--- src/rtl/ides8_pkg.sv ---
// Shared definitions for the IDES8 word-alignment controller.
package ides8_pkg;

  localparam int unsigned IDES8_RATIO     = 8;
  localparam logic [7:0]  DEFAULT_PATTERN = 8'hF0;

  typedef enum logic [2:0] {
    ST_IDLE   = 3'd0,
    ST_CHECK  = 3'd1,
    ST_SLIP   = 3'd2,
    ST_SETTLE = 3'd3,
    ST_LOCKED = 3'd4,
    ST_FAIL   = 3'd5
  } lane_state_e;

  function automatic logic lane_active(input lane_state_e s);
    return (s == ST_CHECK) || (s == ST_SLIP) || (s == ST_SETTLE);
  endfunction

endpackage

--- src/rtl/ides8_lane_align.sv ---
// Single-lane bitslip FSM: pulses CALIB until the word matches the training
// pattern MATCHES times in a row, or gives up after all 8 positions.
module ides8_lane_align
  import ides8_pkg::*;
#(
  parameter logic [7:0]  PATTERN = DEFAULT_PATTERN,
  parameter int unsigned SETTLE  = 4,
  parameter int unsigned MATCHES = 16
) (
  input  logic                   clk_i,
  input  logic                   rst_ni,
  input  logic                   start_i,
  input  logic [IDES8_RATIO-1:0] word_i,
  output logic                   calib_o,
  output logic                   locked_o,
  output logic                   fail_o,
  output logic                   busy_o,
  output logic [2:0]             slips_o
);

  localparam int unsigned SW = $clog2(SETTLE + 1);
  localparam int unsigned MW = $clog2(MATCHES + 1);
  localparam logic [SW-1:0] SETTLE_LAST = SW'(SETTLE - 1);
  localparam logic [MW-1:0] MATCH_LAST  = MW'(MATCHES - 1);
  localparam logic [MW-1:0] MATCH_MAX   = MW'(MATCHES);

  lane_state_e   state_q, state_d;
  logic [SW-1:0] settle_q, settle_d;
  logic [MW-1:0] match_q, match_d;
  logic [2:0]    slips_q, slips_d;
  logic          calib_q, locked_q, fail_q, busy_q;

  // Next-state and counter update for the alignment sequence.
  always_comb begin
    state_d  = state_q;
    settle_d = settle_q;
    match_d  = match_q;
    slips_d  = slips_q;
    case (state_q)
      ST_IDLE, ST_LOCKED, ST_FAIL: begin
        if (start_i) begin
          state_d  = ST_SETTLE;
          settle_d = '0;
          match_d  = '0;
          slips_d  = 3'd0;
        end else begin
          state_d = state_q;
        end
      end
      ST_SETTLE: begin
        if (settle_q == SETTLE_LAST) begin
          state_d = ST_CHECK;
          match_d = '0;
        end else begin
          settle_d = settle_q + SW'(1);
        end
      end
      ST_CHECK: begin
        if (word_i == PATTERN) begin
          if (match_q == MATCH_LAST) begin
            match_d = MATCH_MAX;
            state_d = ST_LOCKED;
          end else begin
            match_d = match_q + MW'(1);
          end
        end else begin
          match_d = '0;
          // slips==7 means the eighth and last bit position was just rejected
          if (slips_q == 3'd7) begin
            state_d = ST_FAIL;
          end else begin
            state_d = ST_SLIP;
            slips_d = slips_q + 3'd1;
          end
        end
      end
      ST_SLIP: begin
        state_d  = ST_SETTLE;
        settle_d = '0;
      end
      default: state_d = ST_IDLE;
    endcase
  end

  // State, counters and registered status outputs.
  always_ff @(posedge clk_i) begin
    if (!rst_ni) begin
      state_q  <= ST_IDLE;
      settle_q <= '0;
      match_q  <= '0;
      slips_q  <= 3'd0;
      calib_q  <= 1'b0;
      locked_q <= 1'b0;
      fail_q   <= 1'b0;
      busy_q   <= 1'b0;
    end else begin
      state_q  <= state_d;
      settle_q <= settle_d;
      match_q  <= match_d;
      slips_q  <= slips_d;
      calib_q  <= (state_d == ST_SLIP);
      locked_q <= (state_q == ST_LOCKED);
      fail_q   <= (state_q == ST_FAIL);
      busy_q   <= lane_active(state_q);
    end
  end

  assign calib_o  = calib_q;
  assign locked_o = locked_q;
  assign fail_o   = fail_q;
  assign busy_o   = busy_q;
  assign slips_o  = slips_q;

endmodule

--- src/rtl/ides8_align_ctrl.sv ---
// Bank-level bitslip controller: one alignment FSM per IDES8 lane, shared
// start gating, aggregate busy and an end-of-run done pulse.
module ides8_align_ctrl
  import ides8_pkg::*;
#(
  parameter int unsigned LANES   = 3,
  parameter logic [7:0]  PATTERN = DEFAULT_PATTERN,
  parameter int unsigned SETTLE  = 4,
  parameter int unsigned MATCHES = 16
) (
  input  logic                           clk_i,
  input  logic                           rst_ni,
  input  logic                           start_i,
  input  logic [LANES*IDES8_RATIO-1:0]   data_i,
  output logic [LANES-1:0]               calib_o,
  output logic [LANES-1:0]               locked_o,
  output logic [LANES-1:0]               fail_o,
  output logic [LANES*3-1:0]             slips_o,
  output logic                           busy_o,
  output logic                           done_o
);

  logic             start_s;
  logic             busy_s;
  logic [LANES-1:0] lane_busy_s;
  logic             busy_dly_q;
  logic             done_q;

  // A start seen while any lane is still aligning is dropped, not queued.
  assign start_s = start_i & ~busy_s;

  for (genvar g = 0; g < LANES; g++) begin : g_lane
    ides8_lane_align #(
      .PATTERN (PATTERN),
      .SETTLE  (SETTLE),
      .MATCHES (MATCHES)
    ) u_lane (
      .clk_i    (clk_i),
      .rst_ni   (rst_ni),
      .start_i  (start_s),
      .word_i   (data_i[IDES8_RATIO*g +: IDES8_RATIO]),
      .calib_o  (calib_o[g]),
      .locked_o (locked_o[g]),
      .fail_o   (fail_o[g]),
      .busy_o   (lane_busy_s[g]),
      .slips_o  (slips_o[3*g +: 3])
    );
  end

  assign busy_s = |lane_busy_s;

  // Falling-edge detect of busy; the delay register is cleared by reset so
  // abandoning a run never produces a done pulse.
  always_ff @(posedge clk_i) begin
    if (!rst_ni) begin
      busy_dly_q <= 1'b0;
      done_q     <= 1'b0;
    end else begin
      busy_dly_q <= busy_s;
      done_q     <= busy_dly_q & ~busy_s;
    end
  end

  assign busy_o = busy_s;
  assign done_o = done_q;

endmodule

--- config.mk ---
export PLATFORM = sky130hd
export DESIGN_NAME = ides8_align_ctrl
export DESIGN_NICKNAME = d
export VERILOG_FILES = /design/src/rtl/ides8_pkg.sv /design/src/rtl/ides8_lane_align.sv /design/src/rtl/ides8_align_ctrl.sv
export SDC_FILE = /design/constraint.sdc
export NUM_CORES = 1
export LEC_CHECK = 0
export CELL_PAD_IN_SITES_DETAIL_PLACEMENT = 1
export CELL_PAD_IN_SITES_GLOBAL_PLACEMENT = 1
export CORE_MARGIN = 4
export CORE_UTILIZATION = 43
export DETAILED_ROUTE_END_ITERATION = 8
export PLACE_DENSITY_LB_ADDON = 0.1
export SETUP_SLACK_MARGIN = 0.15
export SLEW_MARGIN = 0
export SYNTH_ARGS = -nofsm -noshare
export SYNTH_HDL_FRONTEND = slang
export SYNTH_SLANG_ARGS = --single-unit
--- constraint.sdc ---
create_clock -name clk_i -period 6.7 [get_ports clk_i]
set_clock_uncertainty 0.2 [all_clocks]
set_input_delay 1.34 -clock clk_i [delete_from_list [all_inputs] [get_ports clk_i]]
set_output_delay 1.34 -clock clk_i [all_outputs]
set_load 0.005 [all_outputs]
==> impl_metrics.py <==
metrics = {
    "worst_setup_path": {
        "rr_endpoint": "g_lane[2].u_lane.calib_o$_SDFF_PN0_",
        "startpoint": "rst_ni",
        "worstSetupStartpointType": "primary input",
        "cp.required_ns": 6.76,
        "endpoint_kind": "register",
        "path_class": "in2reg",
        "reg2regPathDepth": 6,
        "path_max_fanout": 15,
        "r2r_slack_ns": 4.36,
        "r2r_start": "g_lane[2].u_lane.match_q[0]$_SDFFE_PN0P_",
        "worstPathArrival_ns": 3.44,
    },
    "power": {
        "power_density_nw_per_um2": 270,
        "leakage_nw": 1.36,
        "fin_total_pwr_mw": 0.914,
        "peakVddDrop_mv": 0.116,
    },
    "timing": {
        "tns_ns": 0,
        "relSlewSlack_pct": 43.5,
        "setup_viol": 0,
        "finalHoldViolCount": 0,
        "fin_crit_sh_pct": 50.6,
        "fin_crit_ns": 3.39,
        "layout_setup_ws_ns": 3.31,
        "finalMaxSlewViolations": 0,
        "worst_slew_pin_slew_ns": 0.845,
        "rsz0062_at_grt": "false",
        "timing.fmax_ghz": 0.295,
    },
    "global_routing": {
        "grt-ovfl-total": 0,
        "grt_pass1_wl_um": 10800,
        "grt_pass1_vias": 2381,
        "grt_util_all_layers_pct": 17.1,
        "grt_max_degree": 28,
        "antenna_found_initial": 0,
    },
    "placement": {
        "io_buffers": 46,
        "place_ws_ns": 3.01,
        "finalWeightedCongestion": 0.739,
        "hpwl_um": 4890,
    },
    "die": {
        "die_w_um": 89.5,
        "initial_core_util_pct": 44.7,
        "die_y_um": 89.5,
        "coreArea_um2": 6390,
        "io_pins": 47,
        "die_area_um2": 8000,
        "core.rowCount": 29,
    },
    "hold_path": {
        "hp-start": "g_lane[2].u_lane.settle_q[1]$_SDFFE_PN0P_",
        "whs_path_depth": 2,
        "hold_path.class": "reg2reg",
        "whs_endpoint": "g_lane[2].u_lane.settle_q[1]$_SDFFE_PN0P_",
    },
    "finish": {
        "fin_util_pct": 53.0,
        "area_growth_pct": 18.7,
        "drive_gt1_share_pct": 5.23,
        "diodes": 0,
        "finalNetCount": 388,
    },
    "route": {
        "drt_iter0_drc": 79,
        "routed_via_density": 5.54,
        "ant_nets": 0,
        "wl_um": 6400,
        "first_pass_iters": 4,
        "drcViolationCount": 0,
        "post_drt_wl_per_cell_um": 15.2,
        "vias": 2332,
    },
    "logic_synthesis": {
        "synth_edf_count": 0,
        "syn_avg_cell_area_um2": 9.18,
        "seq_area_frac_synth_pct": 39.3,
        "syn_inst": 311,
        "syn_area_um2": 2850,
        "yosys.cell_types.count": 65,
        "yosys_warnings": 0,
        "synth_nets": 356,
        "synth_flop_cell": "dfxtp_1",
        "ys_seq_elements": 56,
        "synth_async_sr_flop_share_pct": 0,
    },
    "cts": {
        "cts_buffer_depth": 2,
        "clk_pin_slew_ns": 0.10,
        "cts_setup_buffers": 0,
        "cts_tree": "built",
        "ctsResizeCount": 0,
        "root_buffer": "clkbuf_8",
        "clk_latency_ns": 0.31,
        "ctsHoldBuffers": 0,
        "cts_max_level": 2,
        "cts_buffers": 5,
        "cts_num_sinks": 56,
    },
    "status": {
        "status": "complete, no violations",
    },
    "job": {
        "drv_cap": 0,
    },
}
==> placed cells by master, fill, tap and decap left out, types with 3 or more instances in the layout <==
cell type	synthesis	final
dfxtp_1	56	56
clkdlybuf4s50_1	0	46
nor2_1	27	27
nand2_1	20	20
ha_1	18	18
inv_1	15	15
nor3_1	11	11
mux2i_1	10	10
nand2b_1	9	9
nand3_1	9	9
a21oi_1	8	8
a21o_1	8	8
and3_1	7	7
nor2b_1	6	6
o31a_1	6	6
or3_1	5	5
nand3b_1	5	5
clkbuf_8	0	5
o21ai_0	4	4
a31oi_1	4	4
nor3b_1	3	3
a22o_1	3	3
and2_1	3	3
a22oi_1	3	3
nand4b_1	3	3
==> critical path: stages <==
cell and delay (ns):
clkdlybuf4s50_1 0.92, nor4bb_1 0.55, nand4b_1 0.27, nor3b_1 0.26, a21o_1 0.10
==> power by group <==
part | internal [mW] | total, mW | switching [mW]
Combinational | 0.139 | 0.292 | 0.153
Sequential | 0.374 | 0.437 | 0.0632
Clock | 0.0747 | 0.185 | 0.110
Total | 0.587 | 0.914 | 0.326
==> state kept, by name (all words and copies together), names as in the netlist <==
register,count
g_lane.u_lane.fail_o,3
done_o,1
g_lane.u_lane.slips_o,9
g_lane.u_lane.match_q,15
g_lane.u_lane.busy_o,3
g_lane.u_lane.settle_q,9
g_lane.u_lane.state_q,9
g_lane.u_lane.calib_o,3
g_lane.u_lane.locked_o,3
busy_dly_q,1
==> through the flow <==
| step | cells | cell area (µm²) | hold WS, ns |
|---|---|---|---|
| after floorplan | 311 | 2850 | 0.226 |
| after global placement | 413 | 3300 | 0.240 |
| after detailed placement | 413 | 3300 | 0.244 |
| after CTS | 421 | 3390 | 0.267 |
| after global routing | 421 | 3390 | 0.282 |
| final | 421 | 3390 | 0.259 |
==> how the worst max path moves through the flow <==
stage	end	slack (ns)	cells after the start
finish	g_lane[0].u_lane.match_q[2]$_SDFFE_PN0P_	3.31	5
CTS	g_lane[0].u_lane.calib_o$_SDFF_PN0_	3.31	5
global route	g_lane[0].u_lane.match_q[2]$_SDFFE_PN0P_	3.15	5
global placement	g_lane[0].u_lane.match_q[2]$_SDFFE_PN0P_	3.06	5
floorplan	g_lane[2].u_lane.calib_o$_SDFF_PN0_	3.65	4
detailed placement	g_lane[0].u_lane.calib_o$_SDFF_PN0_	3.01	5
==> cell families after synthesis <==
family,synth area share (%)
compound gates,17.6
mux,3.90
flops,39.3
simple gates,24.1
buf+inv,6.31
xor+xnor,0.921
fa+ha+maj,7.89
==> cell usage after synthesis (2+ instances only) <==
| cell type | count | share of area [%] |
|---|---|---|
| a21o_1 | 8 | 2.1 |
| nor3b_1 | 3 | 0.79 |
| nor3_1 | 11 | 1.9 |
| and3_1 | 7 | 1.5 |
| a21oi_1 | 8 | 1.4 |
| ha_1 | 18 | 7.9 |
| mux2i_1 | 10 | 3.5 |
| dfxtp_1 | 56 | 39 |
| nand3b_1 | 5 | 1.3 |
| or3_1 | 5 | 1.1 |
| nor2b_1 | 6 | 1.3 |
| a31oi_1 | 4 | 0.88 |
| or2_2 | 2 | 0.44 |
| and2_1 | 3 | 0.66 |
| and4_1 | 2 | 0.61 |
| xor2_1 | 2 | 0.61 |
| nor2_1 | 27 | 3.6 |
| inv_1 | 15 | 2.0 |
| o2bb2ai_1 | 2 | 0.61 |
| o21ai_0 | 4 | 0.70 |
| nor4_1 | 2 | 0.44 |
| o31a_1 | 6 | 1.8 |
| clkbuf_1 | 10 | 1.3 |
| a22oi_1 | 3 | 0.79 |
| nand3_1 | 9 | 1.6 |
| buf_4 | 9 | 2.4 |
| nand2b_1 | 9 | 2.0 |
| o31ai_1 | 2 | 0.53 |
| a22o_1 | 3 | 0.92 |
| nand4_1 | 2 | 0.44 |
| nand2_1 | 20 | 2.6 |
| buf_2 | 3 | 0.53 |
| nand4b_1 | 3 | 0.92 |
==> metal layers <==
layer	part of all wire [%]	routed length, µm	global-route usage, %
met1	44	2830	19.7
met2	51	3280	31.9
met5	0	0	0
met4	1.2	79	4.60
met3	3.2	203	3.41
==> area by class of cell <==
type                       count  area [µm²]
sequential                    56        1120
timing repair buffer          47         468
clock buffer                   6        72.6
fill                         759        3000
tap                           77        96.3
clock inverter                 2        16.3
multi-input combinational    217        1550
inverter                      16        60.1
Note: power is estimated with default switching activity, not from simulation.
